`src/rtl/hazard_pkg.sv`:
```
// -----------------------------------------------------------------------------
// hazard_pkg
// Shared definitions for the pipeline hazard controller:
//   - RV32 major opcode constants used by the rs-usage decode
//   - writeback-source code that marks a load
//   - fwd_sel_e : EX operand source select (REG / MEM / WB)
//   - shadow_t  : per-stage shadow record {vld, wr, ld, rd, rs1, rs2}
//   - producer_hit / fwd_pick helpers shared by the hazard and forward logic
// Optional feature macro used by the importing RTL: HAZARD_FORWARD_EN
// -----------------------------------------------------------------------------
package hazard_pkg;

    localparam logic [6:0] OP_LUI    = 7'b0110111;
    localparam logic [6:0] OP_AUIPC  = 7'b0010111;
    localparam logic [6:0] OP_JAL    = 7'b1101111;
    localparam logic [6:0] OP_JALR   = 7'b1100111;
    localparam logic [6:0] OP_BRANCH = 7'b1100011;
    localparam logic [6:0] OP_LOAD   = 7'b0000011;
    localparam logic [6:0] OP_STORE  = 7'b0100011;
    localparam logic [6:0] OP_OPIMM  = 7'b0010011;
    localparam logic [6:0] OP_OP     = 7'b0110011;

    // RUDataWrSrc value selecting memory read data, i.e. a load
    localparam logic [1:0] WRSRC_LOAD = 2'b01;

    typedef enum logic [1:0] {
        REG = 2'b00,
        MEM = 2'b01,
        WB  = 2'b10
    } fwd_sel_e;

    typedef struct packed {
        logic       vld;
        logic       wr;
        logic       ld;
        logic [4:0] rd;
        logic [4:0] rs1;
        logic [4:0] rs2;
    } shadow_t;

    // A stage produces a value for rs only if it is a live writer of a
    // non-x0 destination equal to rs.
    function automatic logic producer_hit(input shadow_t p, input logic [4:0] rs);
        return p.vld && p.wr && (p.rd != 5'd0) && (p.rd == rs);
    endfunction

    // MEM is younger than WB, so it wins when both hold the register.
    function automatic fwd_sel_e fwd_pick(input shadow_t mem_p, input shadow_t wb_p,
                                          input logic [4:0] rs);
        fwd_sel_e sel;
        if (producer_hit(mem_p, rs)) begin
            sel = MEM;
        end else if (producer_hit(wb_p, rs)) begin
            sel = WB;
        end else begin
            sel = REG;
        end
        return sel;
    endfunction

endpackage

```
`src/rtl/rs_use_dec.sv`:
```
// -----------------------------------------------------------------------------
// rs_use_dec
// Combinational register-field decode of the instruction held in decode.
// Ports:
//   inst_i       : 32-bit instruction
//   rs1_o/rs2_o  : source register fields
//   rd_o         : destination register field
//   rs1_used_o   : rs1 is a real operand (not for LUI, AUIPC, JAL)
//   rs2_used_o   : rs2 is a real operand (only R, S and B formats)
// -----------------------------------------------------------------------------
module rs_use_dec
    import hazard_pkg::*;
(
    input  logic [31:0] inst_i,
    output logic [4:0]  rs1_o,
    output logic [4:0]  rs2_o,
    output logic [4:0]  rd_o,
    output logic        rs1_used_o,
    output logic        rs2_used_o
);

    logic [6:0] opcode_s;
    logic       unused_bits_s;

    assign opcode_s = inst_i[6:0];
    assign rs1_o    = inst_i[19:15];
    assign rs2_o    = inst_i[24:20];
    assign rd_o     = inst_i[11:7];

    // funct3/funct7 play no part in hazard detection
    assign unused_bits_s = ^{inst_i[31:25], inst_i[14:12]};

    // Operand usage by major opcode; bits 19:15 / 24:20 are immediates otherwise
    always_comb begin
        rs1_used_o = 1'b1;
        rs2_used_o = 1'b0;
        case (opcode_s)
            OP_LUI, OP_AUIPC, OP_JAL: begin
                rs1_used_o = 1'b0;
                rs2_used_o = 1'b0;
            end
            OP_OP, OP_STORE, OP_BRANCH: begin
                rs1_used_o = 1'b1;
                rs2_used_o = 1'b1;
            end
            default: begin
                rs1_used_o = 1'b1;
                rs2_used_o = 1'b0;
            end
        endcase
    end

endmodule

```
`src/rtl/hazard_ctrl.sv`:
```
// -----------------------------------------------------------------------------
// hazard_ctrl
// Data/control hazard unit for a 5-stage in-order pipeline. Tracks a shadow
// copy of the EX, MEM and WB instructions, raises stall/flush/bubble and
// selects EX operand forwarding.
// Ports:
//   clk, rst_n      : clock, asynchronous active-low reset
//   inst_de         : instruction in decode
//   RuWr_de         : decode instruction writes a register
//   RUDataWrSrc_de  : writeback source (2'b01 = load)
//   br_taken_ex     : taken branch/jump resolved in EX
//   stall_de        : hold PC and IF/DE
//   flush_de        : clear IF/DE to NOP
//   bubble_ex       : load NOP into DE/EX
//   fwdA_sel/B_sel  : EX operand source (00 RF, 01 MEM, 10 WB)
//   stall_cnt/flush_cnt : saturating event counters (CNT_W bits)
// Build option: define HAZARD_FORWARD_EN to enable forwarding (stall only on
// load-use). Without it, any in-flight writer of a used source stalls decode.
// -----------------------------------------------------------------------------
module hazard_ctrl
    import hazard_pkg::*;
#(
    parameter int CNT_W = 16
) (
    input  logic             clk,
    input  logic             rst_n,
    input  logic [31:0]      inst_de,
    input  logic             RuWr_de,
    input  logic [1:0]       RUDataWrSrc_de,
    input  logic             br_taken_ex,
    output logic             stall_de,
    output logic             flush_de,
    output logic             bubble_ex,
    output logic [1:0]       fwdA_sel,
    output logic [1:0]       fwdB_sel,
    output logic [CNT_W-1:0] stall_cnt,
    output logic [CNT_W-1:0] flush_cnt
);

    logic [4:0] rs1_s, rs2_s, rd_s;
    logic       rs1_used_s, rs2_used_s;

    shadow_t    ex_q, mem_q, wb_q, ex_d;
    logic       hazard_s;
    fwd_sel_e   fwd_a_s, fwd_b_s;
    logic       stall_s, flush_s, bubble_s;
    fwd_sel_e   fwd_a_out_s, fwd_b_out_s;

    logic [CNT_W-1:0] stall_cnt_q, stall_cnt_d;
    logic [CNT_W-1:0] flush_cnt_q, flush_cnt_d;

    rs_use_dec u_rs_use_dec (
        .inst_i     (inst_de),
        .rs1_o      (rs1_s),
        .rs2_o      (rs2_s),
        .rd_o       (rd_s),
        .rs1_used_o (rs1_used_s),
        .rs2_used_o (rs2_used_s)
    );

`ifdef HAZARD_FORWARD_EN
    // Only a load in EX cannot be forwarded in time: stall one cycle
    always_comb begin
        hazard_s = 1'b0;
        if (ex_q.ld && ((rs1_used_s && producer_hit(ex_q, rs1_s)) ||
                        (rs2_used_s && producer_hit(ex_q, rs2_s)))) begin
            hazard_s = 1'b1;
        end else begin
            hazard_s = 1'b0;
        end
    end

    // Operand sources for the instruction currently in EX
    always_comb begin
        fwd_a_s = fwd_pick(mem_q, wb_q, ex_q.rs1);
        fwd_b_s = fwd_pick(mem_q, wb_q, ex_q.rs2);
    end
`else
    // No forwarding: wait until every in-flight producer has left WB
    always_comb begin
        hazard_s = 1'b0;
        if ((rs1_used_s && (producer_hit(ex_q, rs1_s) || producer_hit(mem_q, rs1_s) ||
                            producer_hit(wb_q, rs1_s))) ||
            (rs2_used_s && (producer_hit(ex_q, rs2_s) || producer_hit(mem_q, rs2_s) ||
                            producer_hit(wb_q, rs2_s)))) begin
            hazard_s = 1'b1;
        end else begin
            hazard_s = 1'b0;
        end
    end

    // Operands always come from the register file
    always_comb begin
        fwd_a_s = REG;
        fwd_b_s = REG;
    end
`endif

    // Pipeline control; a taken branch overrides any stall, reset silences all
    always_comb begin
        stall_s     = 1'b0;
        flush_s     = 1'b0;
        bubble_s    = 1'b0;
        fwd_a_out_s = REG;
        fwd_b_out_s = REG;
        if (!rst_n) begin
            stall_s     = 1'b0;
            flush_s     = 1'b0;
            bubble_s    = 1'b0;
            fwd_a_out_s = REG;
            fwd_b_out_s = REG;
        end else if (br_taken_ex) begin
            stall_s     = 1'b0;
            flush_s     = 1'b1;
            bubble_s    = 1'b1;
            fwd_a_out_s = fwd_a_s;
            fwd_b_out_s = fwd_b_s;
        end else begin
            stall_s     = hazard_s;
            flush_s     = 1'b0;
            bubble_s    = hazard_s;
            fwd_a_out_s = fwd_a_s;
            fwd_b_out_s = fwd_b_s;
        end
    end

    // Next EX shadow: the decoded instruction, or an empty slot on stall/bubble
    always_comb begin
        ex_d = '0;
        if (!stall_s && !bubble_s) begin
            ex_d.vld = 1'b1;
            ex_d.wr  = RuWr_de;
            ex_d.ld  = RuWr_de && (RUDataWrSrc_de == WRSRC_LOAD);
            ex_d.rd  = rd_s;
            ex_d.rs1 = rs1_s;
            ex_d.rs2 = rs2_s;
        end else begin
            ex_d = '0;
        end
    end

    // Saturating next-count for both event counters
    always_comb begin
        stall_cnt_d = stall_cnt_q;
        flush_cnt_d = flush_cnt_q;
        if (stall_s && (stall_cnt_q != {CNT_W{1'b1}})) begin
            stall_cnt_d = stall_cnt_q + {{(CNT_W-1){1'b0}}, 1'b1};
        end else begin
            stall_cnt_d = stall_cnt_q;
        end
        if (flush_s && (flush_cnt_q != {CNT_W{1'b1}})) begin
            flush_cnt_d = flush_cnt_q + {{(CNT_W-1){1'b0}}, 1'b1};
        end else begin
            flush_cnt_d = flush_cnt_q;
        end
    end

    // Shadow pipeline advance: DE -> EX -> MEM -> WB every cycle
    always_ff @(posedge clk or negedge rst_n) begin
        if (!rst_n) begin
            ex_q  <= '0;
            mem_q <= '0;
            wb_q  <= '0;
        end else begin
            ex_q  <= ex_d;
            mem_q <= ex_q;
            wb_q  <= mem_q;
        end
    end

    // Event counter registers
    always_ff @(posedge clk or negedge rst_n) begin
        if (!rst_n) begin
            stall_cnt_q <= {CNT_W{1'b0}};
            flush_cnt_q <= {CNT_W{1'b0}};
        end else begin
            stall_cnt_q <= stall_cnt_d;
            flush_cnt_q <= flush_cnt_d;
        end
    end

    assign stall_de  = stall_s;
    assign flush_de  = flush_s;
    assign bubble_ex = bubble_s;
    assign fwdA_sel  = fwd_a_out_s;
    assign fwdB_sel  = fwd_b_out_s;
    assign stall_cnt = stall_cnt_q;
    assign flush_cnt = flush_cnt_q;

endmodule

```
`config.mk`:
```
export PLATFORM = sky130hd
export DESIGN_NAME = hazard_ctrl
export DESIGN_NICKNAME = d
export VERILOG_FILES = /design/src/rtl/hazard_pkg.sv /design/src/rtl/rs_use_dec.sv /design/src/rtl/hazard_ctrl.sv
export SDC_FILE = /design/constraint.sdc
export NUM_CORES = 1
export LEC_CHECK = 0
export ABC_AREA = 1
export BUFFER_PORTS_ARGS = -buffer_cell sky130_fd_sc_hd__clkbuf_2
export CAP_MARGIN = 5
export CORE_AREA = 4 4 81 83
export DETAILED_ROUTE_END_ITERATION = 7
export DIE_AREA = 0 0 85 87
export GPL_TIMING_DRIVEN = 0
export PLACE_DENSITY = 0.78
export REMOVE_ABC_BUFFERS = 1
export SKIP_CTS_REPAIR_TIMING = 1
export SLEW_MARGIN = 20
export SYNTH_ARGS = -nofsm -noshare
export SYNTH_HDL_FRONTEND = slang
export SYNTH_SLANG_ARGS = --single-unit
```
`constraint.sdc`:
```
create_clock -name clk -period 2 [get_ports clk]
set_input_delay 0.4 -clock clk [delete_from_list [all_inputs] [get_ports clk]]
set_output_delay 0.4 -clock clk [all_outputs]
set_load 0.01 [all_outputs]
```
==> results summary <==
Summing over every cut layer, the via total after detailed routing is 2533. The total leakage power came out at 1.96 nW. For this configuration, the core starts out at a cell density of 51.6%.

The library cell used as clock root buffer is sky130_fd_sc_hd__clkbuf_8. The highest achievable clock rate is 440 MHz. Setup repair after global routing could not meet its margin everywhere. The maximum resistive drop on vdd came out at 0.420 mV. The remaining global-route overflow is 0. The final reports fail on negative hold slack, negative setup slack. The first global-routing pass estimated 10400 um of wire.

The detail route stage leaves a number of antenna-violating nets equal to 0. The post-detailed-placement cell area is 3390 um2. The initial antenna violation count came to 0. After legalization and detailed placement, the total HPWL measured 4750 um. The worst hold path belongs to the class input pin to async pin. The number of non-filler instances in the completed layout came out at 510.

The part of the cycle the worst path needs came out at 114%. The area of all placed cells without fillers came out at 3620 um2. The mean instance size in the synthesized netlist came out at 8.30 um2. In the final routed layout, each cell accounts on average for 12.6 um. In the routed design, unresolved DRC markers number 0. The element type at the critical path end is an output port. The count of input and output buffers came out at 60. The number of flip-flops and latches in the synthesized netlist is 53. Of all nets on the critical path, the largest fanout is 5.

In this run, the number of DRC markers left after iteration 0 of detailed routing was 98. The synthesis-to-layout area growth came out at 19.7%. 0 antenna diodes ended up in the layout. The slew of the pin with the lowest slew margin came out at 0.837 ns. The cell count after synthesis is 364. The kind of start point of the critical path is a flip-flop. The net total in the final layout came out at 475.

The number of levels the H-tree was split into came out at 2. In this run the tightest slew margin relative to its limit is 44.1%. The largest net degree at the start of global routing came out at 55. The number of endpoints failing setup at the final stage is 2. The tool flagged a number of max-cap violations equal to 0. Once layout is complete, the utilization of the core stands at 61.8%. The post-synth design cell area came out at 3020 um2. The final number of max-transition violations is 0. The Yosys step of the flow raised 0 warnings. The number of global-route vias before repair was 2338. The routed wire length came out at 6430 um. Subtracting the final worst setup slack from the clock period gives 2.27 ns.

The number of different library cells in the post-synthesis netlist is 28. The longest clock path from root to sink contains 2 buffers. The number of I/O pins is 77. The floorplan die area is 7400 um2. The run finished, with violations left. The global-route usage over all layers is 17.2%.

The setup path with the least slack is of type flip-flop to output port. The total count of hold-check failures in the final report was 7. The placed instance count is 493. Using the TritonRoute via totals, the vias-per-cell ratio works out to 4.97. The post-route netlist has 24.6% of its cells at a drive strength greater than 1.

For the worst setup path, the data required time is 1.60 ns. Clock latency on the worst-skew pair, taken at its later pin, is 0.30 ns. The post-route worst setup slack is -0.273 ns. TritonCTS built the clock tree.

For this run, the register share of the synthesized area comes to 43.9%. The floorplan core area came out at 5850 um2. Counting every sink on the clock net gives 53. The power density over the cells is 665 nW/um2.

The y dimension of the die came out at 87 um. The die extent in x is 85 um. TritonCTS created 5 clock buffers. After floorplanning, the core was divided into 28 placement rows. The clock input transition at the sequential cells of the worst setup and hold paths is 0.09 ns. Across the routed clock network, the largest skew measured is 0.00351 ns. The first-pass iteration count of the detailed router came out at 4. The data arrival time of the critical path is 1.87 ns. The last weighted congestion value of the routability-driven placer is 0.854. The number of filler cells placed in the layout came out at 528.

Across all hold checks on the routed design, the worst slack comes to -0.0534 ns.
-- layer usage --
metal | up-vias | global-route usage, % | part of all wire, %
li1 | 1284 | - | -
met1 | 1191 | 22.9 | 45
met2 | 54 | 29.4 | 50
met3 | 4 | 2.55 | 4.3
met4 | 0 | 4.46 | 0.98
met5 | - | 0 | 0
-- path summary, 6_finish.rpt --
path | start | endpoint | slack, ns | depth (start not counted)
worst max register to register | stall_cnt[1]$_DFFE_PN0P_ | stall_cnt[13]$_DFFE_PN0P_ | 0.17 | 9
min in group clk | inst_de[7] | ex_q[10]$_DFF_PN0_ | 0.32 | 2
worst min-delay path | rst_n | stall_cnt[14]$_DFFE_PN0P_ | -0.05 | 1
max in group asynchronous | rst_n | mem_q[10]$_DFF_PN0_ | 1.57 | 2
worst max-delay path | mem_q[12]$_DFF_PN0_ | bubble_ex | -0.27 | 11
worst min register to register | ex_q[16]$_DFF_PN0_ | mem_q[16]$_DFF_PN0_ | 0.38 | 0
-- metrics by stage --
stage,worst slack [ns],hold WS (ns),total power [mW],setup TNS (ns)
4_1_cts,-0.440,-0.0604,2.42,-1.08
6_report,-0.273,-0.0534,2.41,-0.476
3_3_place_gp,-1.53,0.356,1.69,-32.74
2_1_floorplan,0.224,0.104,1.52,0
5_1_grt,-0.472,-0.0596,2.54,-0.865
3_5_place_dp,-0.201,0.274,1.72,-1.73
-- cell type report --
class	count	area, um2	share of cell area [%]
inverters	43	161	4.46
clock buffers	5	68.8	1.90
multi-input cells	262	1530	42.3
well taps	75	93.8	2.60
clock inverters	2	35.0	0.969
flip-flops and latches	53	1330	36.7
repair buffers	70	398	11.0
-- Yosys cell counts, drive strengths merged --
cell type / instances / area share (%)
a21boi: 6 / 1.5
buf: 10 / 2.3
nand2: 98 / 13
nand3: 25 / 4.3
conb: 1 / 0.12
mux2: 1 / 0.37
nor2: 35 / 4.8
nand4: 24 / 5.5
inv: 43 / 5.3
dfrtp: 53 / 44
xnor2: 17 / 4.9
nor3b: 1 / 0.25
o21ai: 1 / 0.17
nand3b: 3 / 0.75
nor3: 12 / 2.7
ha: 2 / 0.83
xor2: 32 / 9.3
-- layout by cell type, fill, tap and decap left out, drive strengths merged --
cell and instances:
buf 11, a21boi 6, nand3b 3, inv 43, nor3 12, nand4 24
o21ai 1, xor2 32, dfrtp 53, nor3b 1, clkinv 1, xnor2 17
nor2 35, ha 2, conb 4, bufinv 1, nand2 99, nand3 25
mux2 1, clkbuf 64
-- worst max-delay path, cell delays in order (launching register included) --
cell,delay [ns]
sky130_fd_sc_hd__dfrtp_1,0.44
sky130_fd_sc_hd__nor2_1,0.12
sky130_fd_sc_hd__nand3b_1,0.08
sky130_fd_sc_hd__nand2_1,0.09
sky130_fd_sc_hd__inv_1,0.04
sky130_fd_sc_hd__nand3_1,0.09
sky130_fd_sc_hd__nand3_2,0.07
sky130_fd_sc_hd__nand2_2,0.12
sky130_fd_sc_hd__nand3b_1,0.20
sky130_fd_sc_hd__nand2_1,0.15
sky130_fd_sc_hd__inv_1,0.04
sky130_fd_sc_hd__clkbuf_2,0.12
-- cells by family after synthesis --
| kind of cell | share of synthesized area [%] |
|---|---|
| xor gates and xnor gates | 14.2 |
| DFF | 43.9 |
| AOI/OAI and AO/OA | 1.66 |
| buffers and inverters | 7.62 |
| other | 0.124 |
| and+or+nand+nor | 31.3 |
| muxes | 0.373 |
| adders and majority gates | 0.828 |
-- power by group --
group          switching (mW)  leakage [nW]  internal [mW]
Sequential              0.117         0.675           1.16
Clock                   0.336        0.0540          0.364
Combinational           0.235          1.23          0.190
-- flip-flops by register name (all words and copies together), names as in the netlist --
signal	flops
mem_q	7
wb_q	7
ex_q	7
stall_cnt	16
flush_cnt	16
(Power assumes the default switching activity.)
